===== src/rtl/demux3_pkg.sv =====
// rtl/demux3_pkg.sv - route codes and slot state encoding for the 1-to-3 dispatch stage
package demux3_pkg;

    localparam logic [1:0] ROUTE_P0   = 2'd0;
    localparam logic [1:0] ROUTE_P1   = 2'd1;
    localparam logic [1:0] ROUTE_P2   = 2'd2;
    localparam logic [1:0] ROUTE_DROP = 2'd3;

    typedef enum logic {
        SLOT_EMPTY = 1'b0,
        SLOT_FULL  = 1'b1
    } slot_state_t;

endpackage


===== src/rtl/demux3_dispatch_if.sv =====
// rtl/demux3_dispatch_if.sv - input word stream plus three output port handshakes
interface demux3_dispatch_if #(
    parameter int WIDTH = 8
);
    logic [WIDTH-1:0] in_data;
    logic [1:0]       in_sel;
    logic             in_valid;
    logic             in_ready;
    logic [WIDTH-1:0] out_data0;
    logic [WIDTH-1:0] out_data1;
    logic [WIDTH-1:0] out_data2;
    logic             out_valid0;
    logic             out_valid1;
    logic             out_valid2;
    logic             out_ready0;
    logic             out_ready1;
    logic             out_ready2;

    modport master (
        output in_data, in_sel, in_valid, out_ready0, out_ready1, out_ready2,
        input  in_ready, out_data0, out_data1, out_data2, out_valid0, out_valid1, out_valid2
    );

    modport slave (
        input  in_data, in_sel, in_valid, out_ready0, out_ready1, out_ready2,
        output in_ready, out_data0, out_data1, out_data2, out_valid0, out_valid1, out_valid2
    );
endinterface


===== src/rtl/demux3_slot.sv =====
// rtl/demux3_slot.sv - one-entry output register stage with valid/ready drain
module demux3_slot
    import demux3_pkg::*;
#(
    parameter int WIDTH = 8
) (
    input  logic             clk,
    input  logic             reset,
    input  logic             load,
    input  logic [WIDTH-1:0] data_in,
    output logic [WIDTH-1:0] out_data,
    output logic             out_valid,
    input  logic             out_ready,
    output logic             free
);

    slot_state_t state, state_next;

    always_ff @(posedge clk or posedge reset) begin
        if (reset) state <= SLOT_EMPTY;
        else       state <= state_next;
    end

    // A load while draining keeps the slot full, giving one word per cycle.
    always_comb begin
        state_next = state;
        case (state)
            SLOT_EMPTY: if (load) state_next = SLOT_FULL;
            SLOT_FULL:  if (out_ready && !load) state_next = SLOT_EMPTY;
            default:    state_next = SLOT_EMPTY;
        endcase
    end

    always_ff @(posedge clk or posedge reset) begin
        if (reset)     out_data <= '0;
        else if (load) out_data <= data_in;
    end

    assign out_valid = (state == SLOT_FULL);
    assign free      = !out_valid || out_ready;

endmodule


===== src/rtl/demux3_dispatch.sv =====
// rtl/demux3_dispatch.sv - 1-to-3 routing stage with null route; DEMUX3_DROP_CNT_EN builds the drop counter
module demux3_dispatch
    import demux3_pkg::*;
#(
    parameter int WIDTH = 8,
    parameter int CNT_W = 16
) (
    input  logic              clk,
    input  logic              reset,
    demux3_dispatch_if.slave  bus,
    output logic [CNT_W-1:0]  drop_cnt
);

    logic [2:0] free;
    logic [2:0] load;
    logic       ready_c;
    logic       accept;

    // Ready depends only on the selected slot, never on in_valid.
    always_comb begin
        ready_c = 1'b1;
        case (bus.in_sel)
            ROUTE_P0:   ready_c = free[0];
            ROUTE_P1:   ready_c = free[1];
            ROUTE_P2:   ready_c = free[2];
            ROUTE_DROP: ready_c = 1'b1;
            default:    ready_c = 1'b1;
        endcase
    end

    assign bus.in_ready = ready_c;
    assign accept       = bus.in_valid && ready_c;
    assign load[0]      = accept && (bus.in_sel == ROUTE_P0);
    assign load[1]      = accept && (bus.in_sel == ROUTE_P1);
    assign load[2]      = accept && (bus.in_sel == ROUTE_P2);

    demux3_slot #(.WIDTH(WIDTH)) u_slot0 (
        .clk(clk), .reset(reset), .load(load[0]), .data_in(bus.in_data),
        .out_data(bus.out_data0), .out_valid(bus.out_valid0),
        .out_ready(bus.out_ready0), .free(free[0])
    );

    demux3_slot #(.WIDTH(WIDTH)) u_slot1 (
        .clk(clk), .reset(reset), .load(load[1]), .data_in(bus.in_data),
        .out_data(bus.out_data1), .out_valid(bus.out_valid1),
        .out_ready(bus.out_ready1), .free(free[1])
    );

    demux3_slot #(.WIDTH(WIDTH)) u_slot2 (
        .clk(clk), .reset(reset), .load(load[2]), .data_in(bus.in_data),
        .out_data(bus.out_data2), .out_valid(bus.out_valid2),
        .out_ready(bus.out_ready2), .free(free[2])
    );

`ifdef DEMUX3_DROP_CNT_EN
    logic drop_accept;
    assign drop_accept = accept && (bus.in_sel == ROUTE_DROP);

    // Saturating: the count sticks at all-ones instead of wrapping.
    always_ff @(posedge clk or posedge reset) begin
        if (reset)
            drop_cnt <= '0;
        else if (drop_accept && (drop_cnt != {CNT_W{1'b1}}))
            drop_cnt <= drop_cnt + 1'b1;
    end
`else
    assign drop_cnt = '0;
`endif

endmodule

===== src/flat_wrapper.sv =====
// flat-port wrapper written by rule: the top's interface ports become plain ports
module demux3_dispatch_flat import demux3_pkg::*;
#(
    parameter int WIDTH = 8,
    parameter int CNT_W = 16
)
  (clk, reset, drop_cnt, bus_in_data, bus_in_sel, bus_in_valid, bus_out_ready0, bus_out_ready1, bus_out_ready2, bus_in_ready, bus_out_data0, bus_out_data1, bus_out_data2, bus_out_valid0, bus_out_valid1, bus_out_valid2);
  demux3_dispatch_if #(.WIDTH(WIDTH)) bus_i ();
  input  logic clk;
  input  logic reset;
  output logic [CNT_W-1:0] drop_cnt;
  input wire logic [$bits(bus_i.in_data)-1:0] bus_in_data;
  input wire logic [$bits(bus_i.in_sel)-1:0] bus_in_sel;
  input wire logic [$bits(bus_i.in_valid)-1:0] bus_in_valid;
  input wire logic [$bits(bus_i.out_ready0)-1:0] bus_out_ready0;
  input wire logic [$bits(bus_i.out_ready1)-1:0] bus_out_ready1;
  input wire logic [$bits(bus_i.out_ready2)-1:0] bus_out_ready2;
  output wire logic [$bits(bus_i.in_ready)-1:0] bus_in_ready;
  output wire logic [$bits(bus_i.out_data0)-1:0] bus_out_data0;
  output wire logic [$bits(bus_i.out_data1)-1:0] bus_out_data1;
  output wire logic [$bits(bus_i.out_data2)-1:0] bus_out_data2;
  output wire logic [$bits(bus_i.out_valid0)-1:0] bus_out_valid0;
  output wire logic [$bits(bus_i.out_valid1)-1:0] bus_out_valid1;
  output wire logic [$bits(bus_i.out_valid2)-1:0] bus_out_valid2;
  assign bus_i.in_data = bus_in_data;
  assign bus_i.in_sel = bus_in_sel;
  assign bus_i.in_valid = bus_in_valid;
  assign bus_i.out_ready0 = bus_out_ready0;
  assign bus_i.out_ready1 = bus_out_ready1;
  assign bus_i.out_ready2 = bus_out_ready2;
  assign bus_in_ready = bus_i.in_ready;
  assign bus_out_data0 = bus_i.out_data0;
  assign bus_out_data1 = bus_i.out_data1;
  assign bus_out_data2 = bus_i.out_data2;
  assign bus_out_valid0 = bus_i.out_valid0;
  assign bus_out_valid1 = bus_i.out_valid1;
  assign bus_out_valid2 = bus_i.out_valid2;
  demux3_dispatch #(.WIDTH(WIDTH), .CNT_W(CNT_W)) u_core (.clk(clk), .reset(reset), .bus(bus_i), .drop_cnt(drop_cnt));
endmodule

===== config.mk =====
export PLATFORM = sky130hd
export DESIGN_NAME = demux3_dispatch_flat
export DESIGN_NICKNAME = d
export VERILOG_FILES = /design/src/rtl/demux3_pkg.sv /design/src/rtl/demux3_dispatch_if.sv /design/src/rtl/demux3_slot.sv /design/src/rtl/demux3_dispatch.sv /design/src/flat_wrapper.sv
export SDC_FILE = /design/constraint.sdc
export NUM_CORES = 1
export LEC_CHECK = 0
export BUFFER_PORTS_ARGS = -buffer_cell sky130_fd_sc_hd__buf_2
export CAP_MARGIN = 20
export CORE_ASPECT_RATIO = 2
export CORE_UTILIZATION = 45
export DETAILED_ROUTE_END_ITERATION = 8
export HOLD_SLACK_MARGIN = 0.03
export PLACE_DENSITY_LB_ADDON = 0.1
export SYNTH_ARGS = -nofsm -noshare
export SYNTH_HDL_FRONTEND = slang
export SYNTH_SLANG_ARGS = --single-unit

===== constraint.sdc =====
create_clock -name clk -period 1.6 [get_ports clk]
set_input_delay 0.08 -clock clk [delete_from_list [all_inputs] [get_ports clk]]
set_output_delay 0.08 -clock clk [all_outputs]
set_load 0.1 [all_outputs]

* Word level (Yosys, flattened, before mapping) *
Cells that the tools add are included.

operators by class
  equal/unequal tests = 3
  reductions and logical operators = 17
  multiplexer cells = 10
  bitwise logic cells = 3

operators with widths
  cell                  count
  $logic_and A1 B1 Y1   7
  $logic_not A1 Y1      6
  $mux W1               6
  $pmux W1 S2           3
  $eq A2 B2 Y1 const B  2
  $pmux W1 S4           1
  $logic_or A1 B1 Y1    3
  $not A1 Y1            3
  $eq A2 B1 Y1 const B  1
  $logic_not A2 Y1      1

word-level totals
  bits in registers = 27
  output and inout bits = 44

* Logic depth before layout (Yosys ltp) *
  depth in word-level cells = 9
  mapped depth = 4
  depth with buffers taken out = 3

* By module *
A second synthesis with hierarchy kept.

unflattened totals
  cells, all modules = 86
  area total of the unflattened synthesis = 1301.2 um^2

modules (own cells, without submodules)
  module           area each (um^2)  times used  cells an instance
  demux3_slot      372.9             3           21
  demux3_dispatch  182.7             1           23

* Worst setup path before layout *
No wires, ideal clock.

  path kind = register -> output
  start = register u_core.u_slot0.state, in the netlist u_core.u_slot0.out_valid
  end = output port bus_in_ready
  stages on the path, launching flop included = 4
  arrival = 3196 ps
  buffers on the path = 0
  setup slack = -1676 ps
  required time = 1520 ps
  cell sequence = dfrtp_1 nand2b_1 mux2i_1 o21ai_0

between the ends
  cells in the longest elaborated chain, start to end = 3

ends and longest elaborated chain
  item                    line                   text
  from (decl)             demux3_slot.sv:17      slot_state_t state, state_next;
  from (signal assigned)  demux3_slot.sv:21      else state <= state_next;
  $logic_not A1 Y1        demux3_slot.sv:40      assign free = !out_valid || out_ready;
  $logic_or A1 B1 Y1      demux3_slot.sv:40
  $pmux W1 S4             demux3_dispatch.sv:22  case (bus.in_sel)
  to (decl)               flat_wrapper.sv:18     output wire logic [$bits(bus_i.in_ready)-1:0] bus_in_ready;

Every way passes these cells.

* Final worst setup path *
  start = register u_core.u_slot1.state, in the netlist u_core.u_slot1.out_valid
  end = output port bus_in_ready

between the ends
  cells in the longest elaborated chain, start to end = 3

ends and longest elaborated chain
  item                    line
  from (decl)             demux3_slot.sv:17
  from (signal assigned)  demux3_slot.sv:21
  $logic_not A1 Y1        demux3_slot.sv:40
  $logic_or A1 B1 Y1      demux3_slot.sv:40
  $pmux W1 S4             demux3_dispatch.sv:22

Every way passes these cells.

==> flow_summary.yaml <==
cells_and_area:
  postLayoutCellArea_um2: 1490
  syn_to_final_growth_pct: 20.2
  antennaDiodeCount: 0
  fin_nets: 149
  utilization_pct: 57.8
  drive_gt1_share_pct: 60.6
clocking:
  clock_path_buffers: 2
  htreeDepth: 1
  cts_buffers: 3
  cts_sinks: 27
  cts-root-buf: "clkbuf_8"
  clkTransAtPathRegs_ns: 0.08
  insertion_delay_ns: 0.26
  cts_tree: "done"
yosys:
  synth-edff-count: 0
  synth_flop_cell: "dfrtp_1"
  synth.most_common_cell: "dfrtp_1"
  synth_xor_area_share_pct: 0
  synth.yosys.seq_area_share_pct: 54.7
  ys_warn_count: 0
  netlist.area_leader.share_pct: 54.7
  synth_adder_area_share_pct: 0
  synth_simple_gate_area_share_pct: 7.39
  netlist_instances: 86
  synth-compound-area-share_pct: 1.21
  ys_ff_latch: 27
  syn_area_per_cell_um2: 14.4
  ys_top_cells_by_area: "dfrtp_1 55%, mux2_2 15%, buf_4 9.7%, mux2_4 9.7%, nor3b_4 1.5%"
  yosysUniqueCellTypes: 17
  synth_top_family_by_area: "multiplexers"
  synth_mux_area_share_pct: 25.1
  syn_area_um2: 1240
  ys_async_sr_fraction_pct: 100
  synth_common_cells: "27 x dfrtp_1, 16 x buf_4, 16 x mux2_2, 8 x mux2_4, 4 x nand2_1"
  yosys.area.top_type: "dfrtp_1"
place:
  place.gp.congestion: 0.659
  placed_cell_area_um2: 1430
  portBuffers: 43
  hpwl_um: 1840
drt:
  wirelength_um: 2310
  dr.first_iter.drc_count: 8
  ant_nets: 0
  vias: 739
  firstDrtPassIters: 3
  viasPerCell: 4.62
  wl_per_cell_um: 14.5
  drc: 0
sta:
  hold_viol: 0
  finalCritPeriodShare_pct: 91.2
  finalSetupViolations: 0
  rsz0062_at_grt: "false"
  finClkSkew_ns: 0.00268
  finalMaxSlewViolations: 0
  fmax_mhz: 686
  period_needed_ns: 1.46
  setup_tns_ns: 0
global_route:
  antenna_found_initial: 0
  grt_max_degree: 16
  grt_pass1_vias: 796
  grt_use_total_pct: 17.2
  grt_first_pass_wirelength_um: 3660
  gr-total-overflow: 0
critical_path:
  crit_required_ns: 1.52
  rr_startpoint: "u_core.u_slot1.out_valid"
  r2r_slack_ns: 0.16
  r2r_end: "u_core.u_slot1.out_data[2]"
  crit_path_cell_trace: "nand2b_1 > o21ai_0 > o21ai_4 > buf_4"
  r2r_cells: 3
  path_class: "register to primary output"
  critPathMaxStageDelay_ns: 0.36
  cp_max_fo: 3
  worstSetupEndpointType: "primary output"
  crit_arrival_ns: 1.38
  crit_slowest_cell: "dfrtp_2"
  startpoint_type: "register"
hold_path:
  holdPathEnd: "u_core.u_slot2.out_data[7]"
  holdPathStages: 2
  hold_class: "primary input to register"
  min_from: "bus_in_data[7]"
die:
  dieArea_um2: 2970
  die_h_um: 76.1
  rows: 26
  initial_utilization_pct: 48.1
  fp.dieW_um: 39.1
  fp.coreArea_um2: 2570
  io_pins: 60
power:
  clkPwrFrac_pct: 13.0
  switchingPower_mw: 1.58
  irDropWorstVdd_mv: 0.951
  p_sw_share_pct: 56.0
  p_leak_nw: 0.760
  p_per_area_nw_per_um2: 1890
  pwr-share-seq_pct: 31.3
  p_int_mw: 1.24
  comb_power_share_pct: 55.7
run_status:
  outcome: "completed"
flow_run:
  maxCapViolCount: 0
power by group through the flow:
| stage | combinational [mW] | clock, mW | sequential, mW |
|---|---|---|---|
| final | 1.57 | 0.366 | 0.882 |
| after global routing | 1.61 | 0.409 | 0.905 |
| after detailed placement | 1.57 | 0 | 0.898 |
| after CTS | 1.58 | 0.391 | 0.885 |
| after global placement | 1.56 | 0 | 0.892 |
| after floorplan | 0.399 | 0 | 1.89 |
sequential cells by signal, summed over array words and instances (netlist names):
signal,count
u_core.u_slot0.out_data,8
u_core.u_slot1.out_data,8
u_core.u_slot2.out_data,8
u_core.u_slot0.out_valid,1
u_core.u_slot1.out_valid,1
u_core.u_slot2.out_valid,1
repair_timing:
item,CTS,global route
hold buffers,1,0
endpoints found under the setup margin,1,0
hold endpoints to repair,12,0
gates resized for setup,1,0
setup buffers,0,0
layout by cell type (no fill, tap or decap):
cell type,netlist,routed
buf_2,0,42
dfrtp_1,27,24
mux2_2,16,16
conb_1,1,16
mux2_4,8,8
nand2_1,4,4
clkbuf_8,0,3
dfrtp_2,0,3
nand2b_1,2,2
o21ai_0,3,2
buf_4,16,2
and2b_2,1,1
nand3b_2,1,1
nor3b_4,1,1
nand2b_4,1,1
and3_4,1,1
mux2i_1,1,1
o21ai_4,0,1
inv_1,1,1
clkbuf_1,0,1
dlygate4sd3_1,0,1
per-layer routing:
metal  share of wire [%]  wire length, µm  track usage (%)
met5                   0                0                0
met4                 1.5               34             7.24
met3                 4.5              103             1.75
met2                  58             1340             30.0
met1                  36              832             19.7
worst max-delay path: cells and delay by family, from the launching register on:
| family | cells | cell delay, ns |
|---|---|---|
| simple gates | 1 | 0.09 |
| compound gates | 2 | 0.42 |
| flops | 1 | 0.36 |
| buf+inv | 1 | 0.24 |
per-stage QoR:
stage	std cells	hold WS (ns)	setup slack (ns)	total power [mW]
finish	160	0.0719	0.141	2.82
global route	160	0.0659	0.0660	2.92
CTS	160	0.0616	0.129	2.85
detailed placement	155	0.118	0.168	2.47
global placement	155	0.112	0.214	2.45
floorplan	101	0.133	0.000668	2.29
cell type report:
| type | instances | area, µm² |
|---|---|---|
| Clock buffer | 4 | 45.0 |
| Fill cell | 240 | 1080 |
| Inverter | 1 | 3.75 |
| Multi-Input combinational cell | 55 | 488 |
| Sequential cell | 27 | 679 |
| Tap cell | 28 | 35.0 |
| Timing Repair Buffer | 45 | 235 |
logic make-up (layout without fill, tap and decap cells):
kind of cell           count (synthesis)  count (layout)
other                                  1              16
DFF                                   27              27
and+or+nand+nor                       11              11
buffers and inverters                 19              50
muxes                                 25              25
AOI/OAI and AO/OA                      3               3
worst max path at each step:
stage,start,endpoint,slack (ns)
final,u_core.u_slot1.out_valid,bus_in_ready,0.14
after global routing,u_core.u_slot1.out_valid,u_core.u_slot1.out_data[7],0.07
after CTS,u_core.u_slot0.out_valid,bus_in_ready,0.13
after detailed placement,u_core.u_slot1.out_valid,u_core.u_slot1.out_data[2],0.17
after global placement,u_core.u_slot1.out_valid,u_core.u_slot1.out_data[3],0.21
after floorplan,u_core.u_slot1.out_valid,u_core.u_slot1.out_data[0],0.0007
Note: power is estimated with default switching activity, not from simulation.
